`config.mk`:
```
export PLATFORM = sky130hd
export DESIGN_NAME = alu_share_arbiter
export DESIGN_NICKNAME = d
export VERILOG_FILES = /design/src/rtl/alu_share_arbiter.sv
export SDC_FILE = /design/constraint.sdc
export NUM_CORES = 1
export LEC_CHECK = 0
export ABC_CLOCK_PERIOD_IN_PS = 3500
export BUFFER_PORTS_ARGS = -buffer_cell sky130_fd_sc_hd__buf_2
export CAP_MARGIN = 20
export CORE_AREA = 2 2 124 126
export CTS_BUF_LIST = sky130_fd_sc_hd__clkbuf_8
export CTS_CLUSTER_DIAMETER = 150
export CTS_CLUSTER_SIZE = 20
export DETAILED_ROUTE_END_ITERATION = 12
export DIE_AREA = 0 0 126 128
export SYNTH_ARGS = -nofsm -noshare
export SYNTH_HDL_FRONTEND = slang
export SYNTH_SLANG_ARGS = --single-unit
```
`constraint.sdc`:
```
create_clock -name clk -period 3.5 [get_ports clk]
set_clock_uncertainty 0.2 [all_clocks]
set_input_delay 0.35 -clock clk [delete_from_list [all_inputs] [get_ports clk]]
set_output_delay 0.35 -clock clk [all_outputs]
set_load 0.02 [all_outputs]
```
`src/rtl/alu_share_arbiter.sv`:
```
// alu_share_arbiter: round-robin share of one combinational ALU between two requesters
// Ports: req_* valid/ready request side (slice i = requester i), rsp_* per-requester
// registered response buffers, alu_* drive to / result from the shared combinational ALU.
module alu_share_arbiter #(
  parameter int XLEN   = 32,
  parameter int CTRL_W = 4
) (
  input  logic                clk,
  input  logic                rst,
  input  logic [1:0]          req_valid,
  output logic [1:0]          req_ready,
  input  logic [2*XLEN-1:0]   req_op1,
  input  logic [2*XLEN-1:0]   req_op2,
  input  logic [2*CTRL_W-1:0] req_ctrl,
  input  logic [1:0]          req_sub,
  input  logic [1:0]          req_sign,
  output logic [1:0]          rsp_valid,
  input  logic [1:0]          rsp_ready,
  output logic [2*XLEN-1:0]   rsp_result,
  output logic [1:0]          rsp_jc,
  output logic [XLEN-1:0]     alu_op1,
  output logic [XLEN-1:0]     alu_op2,
  output logic [CTRL_W-1:0]   alu_ctrl,
  output logic                alu_sub,
  output logic                alu_sign,
  input  logic [XLEN-1:0]     alu_result,
  input  logic                alu_jc
);
  logic       ptr;
  logic [1:0] elig;
  logic [1:0] grant;
  // a full buffer being drained this cycle can take a new result at the same edge
  assign elig  = req_valid & (~rsp_valid | rsp_ready);
  // on a tie the requester that did not win last time goes next
  assign grant = (elig == 2'b11) ? (ptr ? 2'b01 : 2'b10) : elig;
  assign req_ready = grant;
  always_comb begin
    alu_op1  = grant[1] ? req_op1[XLEN +: XLEN]     : grant[0] ? req_op1[0 +: XLEN]     : '0;
    alu_op2  = grant[1] ? req_op2[XLEN +: XLEN]     : grant[0] ? req_op2[0 +: XLEN]     : '0;
    alu_ctrl = grant[1] ? req_ctrl[CTRL_W +: CTRL_W] : grant[0] ? req_ctrl[0 +: CTRL_W] : '0;
    alu_sub  = grant[1] ? req_sub[1]  : grant[0] & req_sub[0];
    alu_sign = grant[1] ? req_sign[1] : grant[0] & req_sign[0];
  end
  always_ff @(posedge clk) begin
    if (rst) begin
      ptr        <= 1'b1;
      rsp_valid  <= '0;
      rsp_result <= '0;
      rsp_jc     <= '0;
    end else begin
      for (int i = 0; i < 2; i++) begin
        if (grant[i]) begin
          rsp_result[i*XLEN +: XLEN] <= alu_result;
          rsp_jc[i]                  <= alu_jc;
          rsp_valid[i]               <= 1'b1;
        end else if (rsp_ready[i]) begin
          rsp_valid[i] <= 1'b0;
        end
      end
      if (|grant) ptr <= grant[1];
    end
  end
endmodule

```
## Yosys cells after proc, flatten, opt, wreduce, memory -nomap -nowiden

Cells that the tools add are included.

| cells by class | value |
|---|---|
| eq/ne operators | 1 |
| mux-type cells | 14 |
| bitwise logic cells | 5 |
| reductions and logical operators | 3 |

Operators by type and width:

| operator | number |
|---|---|
| 32-bit two-way mux | 4 |
| 4-bit two-way mux | 2 |
| 1-bit two-way mux | 6 |
| 2-bit two-way mux | 2 |
| 2-bit nonzero test | 2 |
| 1-bit bitwise AND | 2 |
| 2-bit bitwise AND | 1 |
| 2-bit equality test (second input constant) | 1 |
| 2-bit NOT | 1 |
| 2-bit bitwise OR | 1 |
| 2-bit OR reduction | 1 |

| storage, ports and cells | value |
|---|---|
| register bits after elaboration | 69 |
| input port bits | 179 |
| output and inout port bits | 140 |
| word-level logic and storage cells | 30 |

## Depth between registers and ports, before layout

| logic depth | value |
|---|---|
| depth after elaboration | 7 |
| gate-level depth with buffers | 6 |
| mapped depth without buffers | 4 |

## Worst setup path before layout

OpenSTA, ideal clock, no wires.

| timing path | value |
|---|---|
| kind | reg-to-output |
| start point | register rsp_valid[0] |
| end point | output port alu_ctrl[0] |
| arrival time | 1.472 ns |
| required time | 2.950 ns |
| slack | 1.478 ns |
| cell stages (with the launch flop) | 6 |
| path buffers | 1 |
| cells stage by stage | dfxtp_1 nor2b_1 o211ai_4 inv_2 buf_2 a22o_1 |

| between the ends | value |
|---|---|
| cells in the longest elaborated chain, start to end | 7 |

RTL lines:

| item | line | text |
|---|---|---|
| start: declaration | 17 | `output logic [1:0] rsp_valid,` |
| start signal: assignment | 47 | `rsp_valid <= '0;` |
| start signal: indexed assignment | 55 | `rsp_valid[i] <= 1'b1;` |
| start signal: indexed assignment | 57 | `rsp_valid[i] <= 1'b0;` |
| 2-bit NOT (*) | 33 | `assign elig = req_valid & (~rsp_valid \| rsp_ready);` |
| 2-bit bitwise OR (*) | 33 |  |
| 2-bit bitwise AND (*) | 33 |  |
| 2-bit equality test | 35 | `assign grant = (elig == 2'b11) ? (ptr ? 2'b01 : 2'b10) : elig;` |
| 2-bit two-way mux (*) | 35 |  |
| 4-bit two-way mux | 40 | `alu_ctrl = grant[1] ? req_ctrl[CTRL_W +: CTRL_W] : grant[0] ? req_ctrl[0 +: CTRL_W] : '0;` |
| 4-bit two-way mux (*) | 40 |  |
| end: declaration | 23 | `output logic [CTRL_W-1:0] alu_ctrl,` |

Mark *: on every way between the ends. The rest lies on a longest branch, timed or not.

## Final worst setup path

| timing path | value |
|---|---|
| start point | register rsp_valid[0] |
| end point | output port alu_op2[2] |

| between the ends | value |
|---|---|
| cells in the longest elaborated chain, start to end | 7 |

RTL lines:

| item | line | text |
|---|---|---|
| 2-bit NOT (*) | 33 |  |
| 2-bit bitwise OR (*) | 33 |  |
| 2-bit bitwise AND (*) | 33 |  |
| 2-bit equality test | 35 |  |
| 2-bit two-way mux (*) | 35 |  |
| 32-bit two-way mux | 39 | `alu_op2 = grant[1] ? req_op2[XLEN +: XLEN] : grant[0] ? req_op2[0 +: XLEN] : '0;` |
| 32-bit two-way mux (*) | 39 |  |
| end: declaration | 22 | `output logic [XLEN-1:0] alu_op2,` |

Marked as above.

==> results_dict.tcl <==
set metrics [dict create \
    grt_setup_unrepaired "no" \
    post_cts_buffers 0 \
    core_um2 14900 \
    synth-seq-cells 69 \
    p_sw_frac 0.337 \
    setup_slack_ns 0.813 \
    synth-xor-area-share 0 \
    slowest_delay_ns 0.34 \
    leakage_nw 2.95 \
    maxSlewViolCount 0 \
    outcome "finished clean" \
    die_w_um 126 \
    finalSetupTns_ns 0 \
    ctsLongestPathBuffers 2 \
    final_common_cell "buf_2" \
    grt_pass1_wl_um 21100 \
    required_ns 2.95 \
    cts_tree "built" \
    dpl_cell_area_um2 5300 \
    synth_nets 532 \
    crit_chain "nor2b_1 > o211ai_4 > clkinv_2 > buf_12 > a22o_1 > buf_2" \
    numCtsBuffers 9 \
    portBuffers 318 \
    grt_pass1_vias 3605 \
    gp_congestion 0.876 \
    grt.total_usage 0.171 \
    seq_power_share 0.403 \
    antenna_found_initial 2 \
    cts.sinks 69 \
    worstMarginPinSlew_ns 0.734 \
    path_class "reg -> out" \
    final_cell_area_um2 5470 \
    ys_types 17 \
    drc 0 \
    end_kind "output port" \
    firstDrtPassIters 5 \
    avgSynthCellArea_um2 10.2 \
    ir_worst_vdd_mv 0.209 \
    grt.overflow.total 0 \
    via_per_inst 4.47 \
    die_height_um 128 \
    worstHoldPathType "in -> reg" \
    cp_num_buf_inv 3 \
    drive_gt1_frac 0.517 \
    initial_core_util 0.242 \
    syn_area_um2 3590 \
    crit_fanout 65 \
    startpoint_type "flip-flop" \
    drtAntennaViolNets 0 \
    cts.htree.levels 3 \
    hold_viol 0 \
    syn_inst 353 \
    dpl_worst_slack_ns 1.00 \
    period_needed_ns 2.69 \
    synth_fa_ha_area_frac 0 \
    setup_viol 0 \
    p_sw_mw 0.726 \
    cp_top_family "buffers and inverters" \
    via_count 3792 \
    dieArea_um2 16100 \
    synth_top_family_by_area "compound AO/OA/AOI/OAI gates" \
    period_share 0.768 \
    maxCapViolCount 0 \
    cts_resized 0 \
    clk_pin_slew_ns 0.07 \
    yosys_warnings 0 \
    clkPwrFrac 0.258 \
    finalNetCount 835 \
    drtIter0Drc 122 \
    whs_ns 0.0957 \
    yosysSeqAreaShare 0.385 \
    row_count 45 \
    synth_mux_area_frac 0.184 \
    max_slew_margin 0.511 \
    clockRootBuffer "clkbuf_8" \
    dp_hpwl_um 11800 \
    regToRegSetupSlack_ns 1.67 \
    syn_to_final_growth_pct 52.2 \
    grt_max_degree 103 \
    holdBufCountCts 0 \
    pin_count 319 \
    synth_compound_area_frac 0.189 \
    p_int_mw 1.43 \
    power_frac_comb 0.339 \
    detail_route.wl_per_cell_um 17.4 \
    clock_latency_ns 0.33 \
    arrival_ns 2.14 \
    synthSimpleGateAreaFrac 0.183 \
    drt-total-wl_um 14700 \
    powerDensity_nw_per_um2 395 \
    critPathSlowestCell "dfxtp_1" \
    fmax_ghz 0.372 \
    final_cell_mix "buf_2, nand2b_1, a22o_1" \
]
[path summary, 6_finish.rpt]
path                            depth (start not counted)              to      startpoint
worst max-delay path                                    6      alu_op2[2]    rsp_valid[0]
worst min-delay path                                    3  rsp_result[25]  alu_result[25]
worst max register to register                          5  rsp_result[44]    rsp_valid[0]
worst min register to register                          2   rsp_result[5]   rsp_result[5]
[per-layer routing]
metal / vias up / part of all wire / track usage
li1: 1859 / - / -
met5: - / 0 / 0
met2: 181 / 0.51 / 0.306
met1: 1738 / 0.39 / 0.198
met4: 0 / 0.022 / 0.0595
met3: 14 / 0.076 / 0.0438
[cell usage after synthesis, drive strengths merged]
cell type | number | area (um2)
nand2 | 1 | 3.75
mux2i | 66 | 661
nand2b | 102 | 638
nor2 | 1 | 3.75
clkbuf | 14 | 52.6
o21ai | 2 | 10.0
dfxtp | 69 | 1380
o211ai | 2 | 33.8
nor2b | 2 | 12.5
o21bai | 1 | 7.51
a21oi | 3 | 15.0
a22o | 70 | 613
inv | 2 | 7.51
buf | 18 | 151
[per-stage QoR]
stage	total power [mW]	utilization	cells
after detailed placement	1.63	0.356	833
final	2.16	0.368	849
after CTS	2.20	0.367	847
after global placement	1.63	0.356	833
after floorplan	1.33	-	353
after global routing	2.28	0.368	848
[state kept, by name, summed over array words and instances, names as in the netlist]
name	cells
rsp_result	64
rsp_jc	2
rsp_valid	2
ptr	1
[worst min-delay path, delay by kind of cell]
| family | cells | cell delay, ns |
|---|---|---|
| muxes | 1 | 0.06 |
| buffers and inverters | 1 | 0.09 |
| and+or+nand+nor | 1 | 0.07 |
[power by group through the flow]
stage | registers, mW | clock network, mW | logic (mW)
CTS | 0.868 | 0.585 | 0.744
finish | 0.868 | 0.557 | 0.732
global placement | 0.885 | 0 | 0.741
global route | 0.875 | 0.620 | 0.782
detailed placement | 0.885 | 0 | 0.743
floorplan | 0.954 | 0 | 0.380
[cell type report]
cell class / count / area, um2
fill: 1559 / 9400
sequential: 69 / 1380
clock buffer: 11 / 151
timing repair buffer: 324 / 1660
antenna: 2 / 5.00
clock inverter: 3 / 13.8
tap: 188 / 235
multi-input combinational: 250 / 2010
inverter: 2 / 10.0
[kinds of logic after synthesis]
kind of cell,Yosys count
and+or+nand+nor,106
buffers and inverters,34
muxes,66
DFF,69
AOI/OAI and AO/OA,78
No activity file was read; power rests on OpenSTA's default activity.
